### src/rtl/dpb_bridge_sequencer_if.sv
// Host <-> sequencer <-> bridge signal bundle for dpb_bridge_sequencer.
// The master side is the host/bridge environment; the slave side is the sequencer.
interface dpb_bridge_sequencer_if #(
  parameter int TIMEOUT_W = 24
) ();
  logic                 i_cmd_stb;
  logic [1:0]           i_cmd;
  logic [15:0]          i_blocks;
  logic [TIMEOUT_W-1:0] i_timeout;
  logic                 i_abort_stb;
  logic                 i_bridge_idle;
  logic [31:0]          i_num_reads;
  logic                 o_mem_2_ppfifo_stb;
  logic                 o_ppfifo_2_mem_en;
  logic                 o_cancel_write_stb;
  logic                 o_busy;
  logic                 o_done_stb;
  logic                 o_error;
  logic [15:0]          o_blocks_done;

  // Handshake: i_cmd_stb is a single-cycle request that is accepted only
  // while o_busy==0; completion is a single-cycle o_done_stb, with o_error
  // and o_blocks_done holding the outcome until the next accepted command.
  modport master (
    output i_cmd_stb, i_cmd, i_blocks, i_timeout, i_abort_stb,
    output i_bridge_idle, i_num_reads,
    input  o_mem_2_ppfifo_stb, o_ppfifo_2_mem_en, o_cancel_write_stb,
    input  o_busy, o_done_stb, o_error, o_blocks_done
  );

  modport slave (
    input  i_cmd_stb, i_cmd, i_blocks, i_timeout, i_abort_stb,
    input  i_bridge_idle, i_num_reads,
    output o_mem_2_ppfifo_stb, o_ppfifo_2_mem_en, o_cancel_write_stb,
    output o_busy, o_done_stb, o_error, o_blocks_done
  );
endinterface

### src/rtl/dpb_bridge_sequencer.sv
// Command sequencer for the BRAM <-> ping-pong-FIFO bridge: runs one write/read/cancel
// command at a time, with a per-block watchdog, abort, and done/error reporting.
module dpb_bridge_sequencer #(
  parameter int SETTLE_CYCLES = 4,
  parameter int TIMEOUT_W     = 24
) (
  input  logic                    clk,
  input  logic                    rst,
  dpb_bridge_sequencer_if.slave   bus,
  output logic [3:0]              o_dbg_state
);

  localparam int SW = $clog2(SETTLE_CYCLES + 1);

  typedef enum logic [3:0] {
    S_IDLE      = 4'd0,
    S_WR_STB    = 4'd1,
    S_WR_SETTLE = 4'd2,
    S_WR_WAIT   = 4'd3,
    S_RD_ARM    = 4'd4,
    S_RD_WAIT   = 4'd5,
    S_RD_DRAIN  = 4'd6,
    S_CANCEL    = 4'd7,
    S_DONE      = 4'd8
  } state_t;

  state_t               state_q, state_d;
  logic                 idle_meta_q, idle_s_q;
  logic [SW-1:0]        settle_q, settle_d;
  logic [TIMEOUT_W-1:0] wdog_q, wdog_d;
  logic [15:0]          target_q, target_d;
  logic [31:0]          base_q, base_d;
  logic [15:0]          blocks_done_q, blocks_done_d;
  logic                 error_q, error_d;
  logic                 en_q, en_d;

  logic [31:0]          rd_cnt;
  logic [TIMEOUT_W-1:0] wdog_inc;
  logic                 wdog_hit;
  logic                 abort_hit;
  logic [15:0]          wr_next;

  // Modular difference keeps the read progress correct across counter wrap.
  assign rd_cnt    = bus.i_num_reads - base_q;
  assign wdog_inc  = (wdog_q == '1) ? wdog_q : wdog_q + 1'b1;
  assign wdog_hit  = (bus.i_timeout != '0) && (wdog_q == bus.i_timeout);
  assign wr_next   = blocks_done_q + 16'd1;
  assign abort_hit = bus.i_abort_stb &&
                     (state_q != S_IDLE) && (state_q != S_CANCEL) && (state_q != S_DONE);

  always_comb begin
    state_d       = state_q;
    settle_d      = settle_q;
    wdog_d        = wdog_q;
    target_d      = target_q;
    base_d        = base_q;
    blocks_done_d = blocks_done_q;
    error_d       = error_q;
    en_d          = en_q;

    unique case (state_q)
      S_IDLE: begin
        if (bus.i_cmd_stb) begin
          error_d       = 1'b0;
          blocks_done_d = 16'd0;
          target_d      = bus.i_blocks;
          base_d        = bus.i_num_reads;
          wdog_d        = '0;
          unique case (bus.i_cmd)
            2'd1:    state_d = (bus.i_blocks == 16'd0) ? S_DONE : S_WR_STB;
            2'd2:    state_d = (bus.i_blocks == 16'd0) ? S_DONE : S_RD_ARM;
            2'd3:    state_d = S_CANCEL;
            default: state_d = S_IDLE;
          endcase
        end
      end
      S_WR_STB: begin
        settle_d = '0;
        wdog_d   = '0;
        state_d  = S_WR_SETTLE;
      end
      S_WR_SETTLE: begin
        if (wdog_hit) begin
          error_d = 1'b1;
          state_d = S_CANCEL;
        end else begin
          wdog_d = wdog_inc;
          if (settle_q == SW'(SETTLE_CYCLES - 1)) state_d = S_WR_WAIT;
          else                                    settle_d = settle_q + 1'b1;
        end
      end
      S_WR_WAIT: begin
        // Completion is checked before the watchdog so a same-cycle tie succeeds.
        if (idle_s_q) begin
          blocks_done_d = wr_next;
          state_d       = (wr_next == target_q) ? S_DONE : S_WR_STB;
        end else if (wdog_hit) begin
          error_d = 1'b1;
          state_d = S_CANCEL;
        end else begin
          wdog_d = wdog_inc;
        end
      end
      S_RD_ARM: begin
        en_d    = 1'b1;
        wdog_d  = '0;
        state_d = S_RD_WAIT;
      end
      S_RD_WAIT: begin
        blocks_done_d = rd_cnt[15:0];
        if (rd_cnt >= {16'd0, target_q}) begin
          en_d    = 1'b0;
          wdog_d  = '0;
          state_d = S_RD_DRAIN;
        end else if (rd_cnt[15:0] != blocks_done_q) begin
          wdog_d = '0;
        end else if (wdog_hit) begin
          error_d = 1'b1;
          en_d    = 1'b0;
          state_d = S_CANCEL;
        end else begin
          wdog_d = wdog_inc;
        end
      end
      S_RD_DRAIN: begin
        if (idle_s_q) begin
          state_d = S_DONE;
        end else if (wdog_hit) begin
          error_d = 1'b1;
          state_d = S_CANCEL;
        end else begin
          wdog_d = wdog_inc;
        end
      end
      S_CANCEL: begin
        en_d    = 1'b0;
        state_d = S_DONE;
      end
      S_DONE:  state_d = S_IDLE;
      default: state_d = S_IDLE;
    endcase

    // Abort overrides any progress made in the same cycle.
    if (abort_hit) begin
      error_d       = 1'b1;
      en_d          = 1'b0;
      blocks_done_d = blocks_done_q;
      state_d       = S_CANCEL;
    end
  end

  always_ff @(posedge clk) begin
    if (!rst) begin
      state_q       <= S_IDLE;
      idle_meta_q   <= 1'b1;
      idle_s_q      <= 1'b1;
      settle_q      <= '0;
      wdog_q        <= '0;
      target_q      <= 16'd0;
      base_q        <= 32'd0;
      blocks_done_q <= 16'd0;
      error_q       <= 1'b0;
      en_q          <= 1'b0;
    end else begin
      state_q       <= state_d;
      idle_meta_q   <= bus.i_bridge_idle;
      idle_s_q      <= idle_meta_q;
      settle_q      <= settle_d;
      wdog_q        <= wdog_d;
      target_q      <= target_d;
      base_q        <= base_d;
      blocks_done_q <= blocks_done_d;
      error_q       <= error_d;
      en_q          <= en_d;
    end
  end

  assign bus.o_mem_2_ppfifo_stb = (state_q == S_WR_STB);
  assign bus.o_cancel_write_stb = (state_q == S_CANCEL);
  assign bus.o_done_stb         = (state_q == S_DONE);
  assign bus.o_busy             = (state_q != S_IDLE);
  assign bus.o_ppfifo_2_mem_en  = en_q;
  assign bus.o_error            = error_q;
  assign bus.o_blocks_done      = blocks_done_q;
  assign o_dbg_state            = state_q;

endmodule

### src/flat_wrapper.sv
// flat-port wrapper written by rule: the top's interface ports become plain ports
module dpb_bridge_sequencer_flat 
#(
  parameter int SETTLE_CYCLES = 4,
  parameter int TIMEOUT_W     = 24
)
  (clk, rst, o_dbg_state, bus_i_cmd_stb, bus_i_cmd, bus_i_blocks, bus_i_timeout, bus_i_abort_stb, bus_i_bridge_idle, bus_i_num_reads, bus_o_mem_2_ppfifo_stb, bus_o_ppfifo_2_mem_en, bus_o_cancel_write_stb, bus_o_busy, bus_o_done_stb, bus_o_error, bus_o_blocks_done);
  dpb_bridge_sequencer_if #(.TIMEOUT_W(TIMEOUT_W)) bus_i ();
  input  logic clk;
  input  logic rst;
  output logic [3:0] o_dbg_state;
  input wire logic [$bits(bus_i.i_cmd_stb)-1:0] bus_i_cmd_stb;
  input wire logic [$bits(bus_i.i_cmd)-1:0] bus_i_cmd;
  input wire logic [$bits(bus_i.i_blocks)-1:0] bus_i_blocks;
  input wire logic [$bits(bus_i.i_timeout)-1:0] bus_i_timeout;
  input wire logic [$bits(bus_i.i_abort_stb)-1:0] bus_i_abort_stb;
  input wire logic [$bits(bus_i.i_bridge_idle)-1:0] bus_i_bridge_idle;
  input wire logic [$bits(bus_i.i_num_reads)-1:0] bus_i_num_reads;
  output wire logic [$bits(bus_i.o_mem_2_ppfifo_stb)-1:0] bus_o_mem_2_ppfifo_stb;
  output wire logic [$bits(bus_i.o_ppfifo_2_mem_en)-1:0] bus_o_ppfifo_2_mem_en;
  output wire logic [$bits(bus_i.o_cancel_write_stb)-1:0] bus_o_cancel_write_stb;
  output wire logic [$bits(bus_i.o_busy)-1:0] bus_o_busy;
  output wire logic [$bits(bus_i.o_done_stb)-1:0] bus_o_done_stb;
  output wire logic [$bits(bus_i.o_error)-1:0] bus_o_error;
  output wire logic [$bits(bus_i.o_blocks_done)-1:0] bus_o_blocks_done;
  assign bus_i.i_cmd_stb = bus_i_cmd_stb;
  assign bus_i.i_cmd = bus_i_cmd;
  assign bus_i.i_blocks = bus_i_blocks;
  assign bus_i.i_timeout = bus_i_timeout;
  assign bus_i.i_abort_stb = bus_i_abort_stb;
  assign bus_i.i_bridge_idle = bus_i_bridge_idle;
  assign bus_i.i_num_reads = bus_i_num_reads;
  assign bus_o_mem_2_ppfifo_stb = bus_i.o_mem_2_ppfifo_stb;
  assign bus_o_ppfifo_2_mem_en = bus_i.o_ppfifo_2_mem_en;
  assign bus_o_cancel_write_stb = bus_i.o_cancel_write_stb;
  assign bus_o_busy = bus_i.o_busy;
  assign bus_o_done_stb = bus_i.o_done_stb;
  assign bus_o_error = bus_i.o_error;
  assign bus_o_blocks_done = bus_i.o_blocks_done;
  dpb_bridge_sequencer #(.SETTLE_CYCLES(SETTLE_CYCLES), .TIMEOUT_W(TIMEOUT_W)) u_core (.clk(clk), .rst(rst), .bus(bus_i), .o_dbg_state(o_dbg_state));
endmodule
### config.mk
export PLATFORM = sky130hd
export DESIGN_NAME = dpb_bridge_sequencer_flat
export DESIGN_NICKNAME = d
export VERILOG_FILES = /design/src/rtl/dpb_bridge_sequencer_if.sv /design/src/rtl/dpb_bridge_sequencer.sv /design/src/flat_wrapper.sv
export SDC_FILE = /design/constraint.sdc
export NUM_CORES = 1
export LEC_CHECK = 0
export ABC_AREA = 1
export CORE_AREA = 2 2 128 143
export CTS_BUF_LIST = sky130_fd_sc_hd__clkbuf_8 sky130_fd_sc_hd__clkbuf_16
export CTS_CLUSTER_SIZE = 20
export DETAILED_ROUTE_END_ITERATION = 6
export DIE_AREA = 0 0 130 145
export PLACE_DENSITY_LB_ADDON = 0.12
export SYNTH_ARGS = -nofsm -noshare
export SYNTH_HDL_FRONTEND = slang
export SYNTH_SLANG_ARGS = --single-unit
export TNS_END_PERCENT = 5
### constraint.sdc
create_clock -name clk -period 6.58 [get_ports clk]
set_input_delay 1.974 -clock clk [delete_from_list [all_inputs] [get_ports clk]]
set_output_delay 1.974 -clock clk [all_outputs]
set_load 0.05 [all_outputs]
==> run summary, run 1 <==
Setup slack at placement = 0.728 ns
Power density over the cells = 405 nW/um^2
Via Count = 10,200
Net count of the finished layout = 1,846
Count of H-tree levels built during CTS = 3
Core Util, Final = 0.626
Setup slack after layout = 1.09 ns
Status = complete, no violations
Overall die height = 145 um
I/O Buffers = 104
Peak VDD IR = 0.000205 V
Fraction of registers with async set/reset = 0
Total Routed Length = 27,900 um
Slew Limit Headroom = 0.427
Skew-Pair Late Insertion Delay = 0.36 ns
Crit path max fanout = 15
Area taken by flip-flops and latches = 1980 sq um
Clock-pin slew on the worst setup and hold paths = 0.07 ns
Max Root-Sink Buffers = 2
Area of combinational cells with multiple inputs = 6200 sq um
Routability Congestion = 0.958
Standard-cell row count = 51
Share of total power in the clock network = 0.113
Pin count of the biggest net entering global routing = 95
CP max stage delay = 0.47 ns
Flip-flop and latch count after synthesis = 99
Kind of start point of the critical path = primary input
Setup slack of the worst register-to-register path = 2.82 ns
Number of instances in the synthesized netlist = 1,623
Global routing usage summed across all routing layers = 0.298
Initial drt markers = 676
Worst Hold Class = register to register
Global-route wire length before repair = 45,000 um
Core box area = 17,400 sq um
Initial core utilization = 0.540
Critical path arrival = 5.78 ns
Layout Area Growth over Synthesis = 16.0%
Final hold vios = 0
Via count of the first global-routing pass = 9,405
Seq pwr share = 0.210
Setup Skew = 0.0100 ns
Worst-margin pin slew = 0.859 ns
Unrepaired setup endpoints after global routing = false
Most used flip-flop cell after synthesis = sky130_fd_sc_hd__dfxtp_1
# DRC = 0
Setup TNS = 0 ns
Internal power = 2010 uW
Final HPWL DP = 22,600 um
Start-to-end type of the worst setup path = primary input to register
Post-DRT Antenna Nets = 0
Highest-delay cell along the critical path = sky130_fd_sc_hd__clkdlybuf4s50_1
# setup viols final = 0
Max-slew violations = 0
Data required time at the worst endpoint = 6.87 ns
I/O pins = 105
Width of the die = 130 um
Number of enable-type register cells in the synthesized netlist = 0
Sequential share of the synthesized area = 0.211
Number of CTS-inserted buffers = 9
Number of hold-repair buffers added at the cts stage = 0
Average vias per placed instance = 5.20
CTS tree = yes
DRT Pass-1 Iters = 6
Library cells used by synthesis = 47
Worst path most repeated cell = sky130_fd_sc_hd__nand2_1
Net Sw Frac = 0.546
ANT cells = 0
Layout cells sized above 1 = 0.0512
Die area = 18,900 sq um
Synthesis Warnings = 0
Final global-route overflow total = 0
Post-CTS Setup Bufs = 0
Post-route cell area = 10,900 sq um
Routed WL per cell = 14.3 um
Leakage power of the design = 0.00537 uW
Net switching power = 2410 uW
Cell area reported after detailed placement = 10,600 sq um
Number of sinks on the clock net = 99
Netlist area before placement = 9400 sq um
Count of instances resized after the clock tree is built = 0
Number of antenna violations at the first check in global routing = 0
Final cycle utilization of the critical path = 0.834
Fraction of power consumed by combinational cells = 0.677
Number of nets in the synthesized netlist = 1,754
Reported max-cap violation count = 0
Cell at the root of the clock tree = sky130_fd_sc_hd__clkbuf_16
Fill cell total of the finished layout = 1,748
Sort of element at the end of the critical path = register
Mean Syn Cell Area = 5.79 sq um
Maximum frequency from static timing analysis = 182 MHz
Post-layout minimum cycle time = 5.49 ns
Total Power Consumption = 4420 uW
-- synth_stat cells (all sizes together), types with 15 or more instances --
cell | number | area [sq um]
dfxtp | 99 | 1980
nand3 | 137 | 773
clkbuf | 21 | 78.8
o21ai | 73 | 365
nand4 | 30 | 188
nor3 | 25 | 145
xor2 | 38 | 333
ha | 51 | 638
nor2 | 180 | 706
a21oi | 98 | 494
xnor2 | 15 | 131
nand2 | 494 | 1910
inv | 292 | 1100
-- cell families after synthesis --
kind of cell,count (synthesis),synth area share
and+or+nand+nor,892,0.414
buffers and inverters,320,0.131
xor gates and xnor gates,57,0.0591
adders and majority gates,52,0.0700
AOI/OAI and AO/OA,203,0.116
DFF,99,0.211
-- stage by stage --
stage,hold WS (ns),instances
floorplan,0.393,1623
global placement,0.409,1942
detailed placement,0.399,1942
CTS,0.429,1957
global route,0.451,1957
finish,0.427,1957
-- sequential cells by signal, summed over array words and instances (netlist names) --
name                          count
u_core.base_q                    32
u_core.wdog_q                    24
u_core.bus.o_blocks_done         16
u_core.target_q                  16
u_core.o_dbg_state                4
u_core.settle_q                   3
u_core.bus.o_error                1
u_core.bus.o_ppfifo_2_mem_en      1
u_core.idle_meta_q                1
u_core.idle_s_q                   1
-- per-layer routing --
metal  up-vias  track usage  share of wire
met3        46       0.0431          0.056
li1       5329            -              -
met5         -            0              0
met2       279        0.507           0.47
met1      4527        0.394           0.45
met4         0       0.0763          0.019
-- power by group through the flow --
| stage | sequential, uW | clock [uW] | combinational [uW] |
|---|---|---|---|
| after floorplan | 1090 | 0 | 2010 |
| after global routing | 947 | 531 | 3350 |
| after CTS | 926 | 508 | 2960 |
| final | 930 | 499 | 2990 |
| after global placement | 938 | 0 | 2920 |
| after detailed placement | 940 | 0 | 2950 |
-- critical path, delay by kind of cell --
| kind | cells | cell delay [ns] |
|---|---|---|
| AOI/OAI and AO/OA | 3 | 0.56 |
| adders and majority gates | 3 | 0.91 |
| buffers and inverters | 4 | 0.75 |
| and+or+nand+nor | 15 | 1.59 |
-- cell usage in the layout, fill, tap and decap left out, types with 15 or more instances in the layout --
| cell | n |
|---|---|
| sky130_fd_sc_hd__dfxtp_1 | 99 |
| sky130_fd_sc_hd__inv_1 | 279 |
| sky130_fd_sc_hd__nand3_2 | 15 |
| sky130_fd_sc_hd__a21oi_1 | 97 |
| sky130_fd_sc_hd__xnor2_1 | 15 |
| sky130_fd_sc_hd__o21ai_0 | 71 |
| sky130_fd_sc_hd__clkdlybuf4s50_1 | 103 |
| sky130_fd_sc_hd__nand4_1 | 30 |
| sky130_fd_sc_hd__nand2_1 | 478 |
| sky130_fd_sc_hd__nor2_1 | 170 |
| sky130_fd_sc_hd__nor3_1 | 20 |
| sky130_fd_sc_hd__nand3_1 | 121 |
| sky130_fd_sc_hd__xor2_1 | 38 |
| sky130_fd_sc_hd__ha_1 | 51 |
| sky130_fd_sc_hd__inv_2 | 15 |
-- layout make-up --
class                           instances  area share
Multi-Input combinational cell       1204       0.569
Sequential cell                        99       0.182
Inverter                              293       0.101
Timing Repair Buffer                  108      0.0977
Tap cell                              238      0.0273
Clock buffer                            9      0.0206
Clock inverter                          6     0.00321
-- worst paths after layout --
check	from	end	cells past startpoint
min	u_core.idle_meta_q	u_core.idle_s_q	1
max	bus_i_num_reads[0]	u_core.wdog_q[1]	25
min reg2reg	u_core.idle_meta_q	u_core.idle_s_q	1
max reg2reg	u_core.base_q[3]	u_core.wdog_q[1]	22
No activity file was read; power rests on OpenSTA's default activity.
==> run 2: changes to the inputs <==
==> constraint.sdc (replaced) <==
create_clock -name clk -period 5.72 [get_ports clk]
set_input_delay 1.716 -clock clk [delete_from_list [all_inputs] [get_ports clk]]
set_output_delay 1.716 -clock clk [all_outputs]
set_load 0.05 [all_outputs]
==> run 2 against run 1 <==
  * Cell count grew 0.10%
  * Design area grew 0.18%
  * Setup slack lost 0.58 ns
  * Sequential share of layout area is essentially flat
  * Power grew 15%
  * Critical path type unchanged
  * Critical endpoint unchanged
  * Largest power group unchanged
==> run summary, run 2 (synthesis results as in run 1) <==
Status = complete, no violations
Maximum frequency from static timing analysis = 192 MHz
Setup slack of the worst register-to-register path = 1.97 ns
Setup Skew = 0.00769 ns
Fill cell total of the finished layout = 1,769
Worst path depth = 22
Post-layout minimum cycle time = 5.21 ns
Critical path arrival = 5.50 ns
Routed WL per cell = 14.4 um
Pin count of the biggest net entering global routing = 95
Clock-pin slew on the worst setup and hold paths = 0.07 ns
Reg2Reg Depth = 22
Core box area = 17,400 sq um
Worst hold path cell count = 1
Cell at the root of the clock tree = sky130_fd_sc_hd__clkbuf_16
Via Count = 10,200
Max FFs per register = 32
Net count of the finished layout = 1,849
Skew-Pair Late Insertion Delay = 0.36 ns
Crit Reg-Reg Endpoint = u_core.wdog_q[1]
DRT Pass-1 Iters = 5
Worst-margin pin slew = 0.869 ns
Width of the die = 130 um
Die area = 18,900 sq um
Max-slew violations = 0
RR Startpoint = u_core.base_q[3]
Leakage power of the design = 0.00537 uW
Hold slack final = 0.436 ns
Peak VDD IR = 0.000228 V
Highest-delay cell along the critical path = sky130_fd_sc_hd__clkdlybuf4s50_1
Leading registers by flop count = u_core.base_q: 32 flops, u_core.wdog_q: 24 flops
# DRC = 0
Layout Area Growth over Synthesis = 16.2%
CTS tree = yes
Worst Hold Class = register to register
Average vias per placed instance = 5.21
Critical path capture point = u_core.wdog_q[1]
Number of sinks on the clock net = 99
Number of hold-repair buffers added at the cts stage = 0
Count of instances resized after the clock tree is built = 0
ANT cells = 0
Max Root-Sink Buffers = 2
Layout cells sized above 1 = 0.0529
Post-route insts no fill = 1,959
Worst path most repeated cell = sky130_fd_sc_hd__nand2_1
Via count of the first global-routing pass = 9,487
CP max stage delay = 0.44 ns
Final cycle utilization of the critical path = 0.911
Count of H-tree levels built during CTS = 3
Register name with the most flops = u_core.base_q
Number of CTS-inserted buffers = 9
Kind of start point of the critical path = primary input
Total Routed Length = 28,300 um
# setup viols final = 0
Standard-cell row count = 51
Sort of element at the end of the critical path = register
Post-CTS Setup Bufs = 0
Initial drt markers = 654
Cell area reported after detailed placement = 10,700 sq um
I/O Buffers = 104
Post-route cell area = 10,900 sq um
Initial core utilization = 0.540
Setup TNS = 0 ns
Ordered list of cells on the worst path = clkdlybuf4s50_1, ha_1, nand2_1, nor2_1, nand2_1, nand3_2, nand2_1, nand2_1, xor2_1, ha_1, a21o_1, a21boi_0, inv_1, nor2_2, nand2_1, nor3_2, nand3_1, nor2_2, nand3_2, nand3_4, nand2_4, a21oi_2
Final hold vios = 0
Slew Limit Headroom = 0.421
Routability Congestion = 0.999
Unrepaired setup endpoints after global routing = false
Power density over the cells = 467 nW/um^2
Reported max-cap violation count = 0
Global routing usage summed across all routing layers = 0.300
Number of antenna violations at the first check in global routing = 0
Crit path max fanout = 15
Buffers and inverters on the worst path = 2
Data required time at the worst endpoint = 6.01 ns
Global-route wire length before repair = 45,500 um
Overall die height = 145 um
Most common cell after layout, fill and taps aside = sky130_fd_sc_hd__nand2_1
Start-to-end type of the worst setup path = primary input to register
Family of cells with the greatest summed delay on the critical path = simple AND/OR/NAND/NOR gates
Crit path from = bus_i_num_reads[3]
I/O pins = 105
Most used cells in the layout excluding fill and tap cells = 478 x sky130_fd_sc_hd__nand2_1, 278 x sky130_fd_sc_hd__inv_1, 170 x sky130_fd_sc_hd__nor2_1
Post-DRT Antenna Nets = 0
Final global-route overflow total = 0
Placed cell count = 1,945
Final HPWL DP = 22,900 um
-- run 2: changes by cell type in the layout (fill, tap and decap cells not counted), sizes merged --
cell,delta
clkinv,-2
clkinvlp,+2
buf,+3
inv,-1
-- run 2: per-stage QoR --
step | utilization | setup WS, ns | power [uW]
CTS | 0.627 | 0.531 | 5080
global route | 0.627 | 0.101 | 5550
global placement | 0.612 | 0.269 | 4450
detailed placement | 0.612 | 0.181 | 4490
floorplan | - | 1.19 | 3560
finish | 0.627 | 0.510 | 5100
-- run 2: cell type report --
| cell class | count | area [sq um] | area share |
|---|---|---|---|
| multi-input cells | 1204 | 6200 | 0.568 |
| repair buffers | 111 | 1090 | 0.0996 |
| clock inverters | 5 | 32.5 | 0.00298 |
| inverters | 293 | 1100 | 0.101 |
| well taps | 238 | 298 | 0.0273 |
| clock buffers | 9 | 225 | 0.0206 |
| flip-flops and latches | 99 | 1980 | 0.181 |
-- run 2: worst register-to-register path: cells and delay by family (launching register included) --
kind	cells	cell delay [ns]
AO/OA/AOI/OAI	3	0.55
XOR/XNOR	1	0.26
adder cells (fa/ha/maj)	2	0.71
buffers and inverters	2	0.14
flip-flops	1	0.31
AND/OR/NAND/NOR	14	1.72
-- run 2: how the worst min path moves through the flow --
stage | slack (ns) | end | from
5_1_grt | 0.45 | u_core.idle_s_q | u_core.idle_meta_q
3_5_place_dp | 0.41 | u_core.idle_s_q | u_core.idle_meta_q
3_3_place_gp | 0.41 | u_core.idle_s_q | u_core.idle_meta_q
2_1_floorplan | 0.39 | u_core.idle_s_q | u_core.idle_meta_q
4_1_cts | 0.43 | u_core.idle_s_q | u_core.idle_meta_q
6_report | 0.44 | u_core.idle_s_q | u_core.idle_meta_q
-- run 2: layer usage --
metal | part of all wire | GRT usage
met5 | 0 | 0
met2 | 0.47 | 0.513
met3 | 0.049 | 0.0376
met1 | 0.46 | 0.395
met4 | 0.020 | 0.0817
-- run 2: where the power goes --
part,switching (uW),total [uW],internal [uW],leakage (uW)
combinational,2310,3460,1150,0.00444
sequential,191,1070,881,0.000811
clock,284,574,290,0.000125
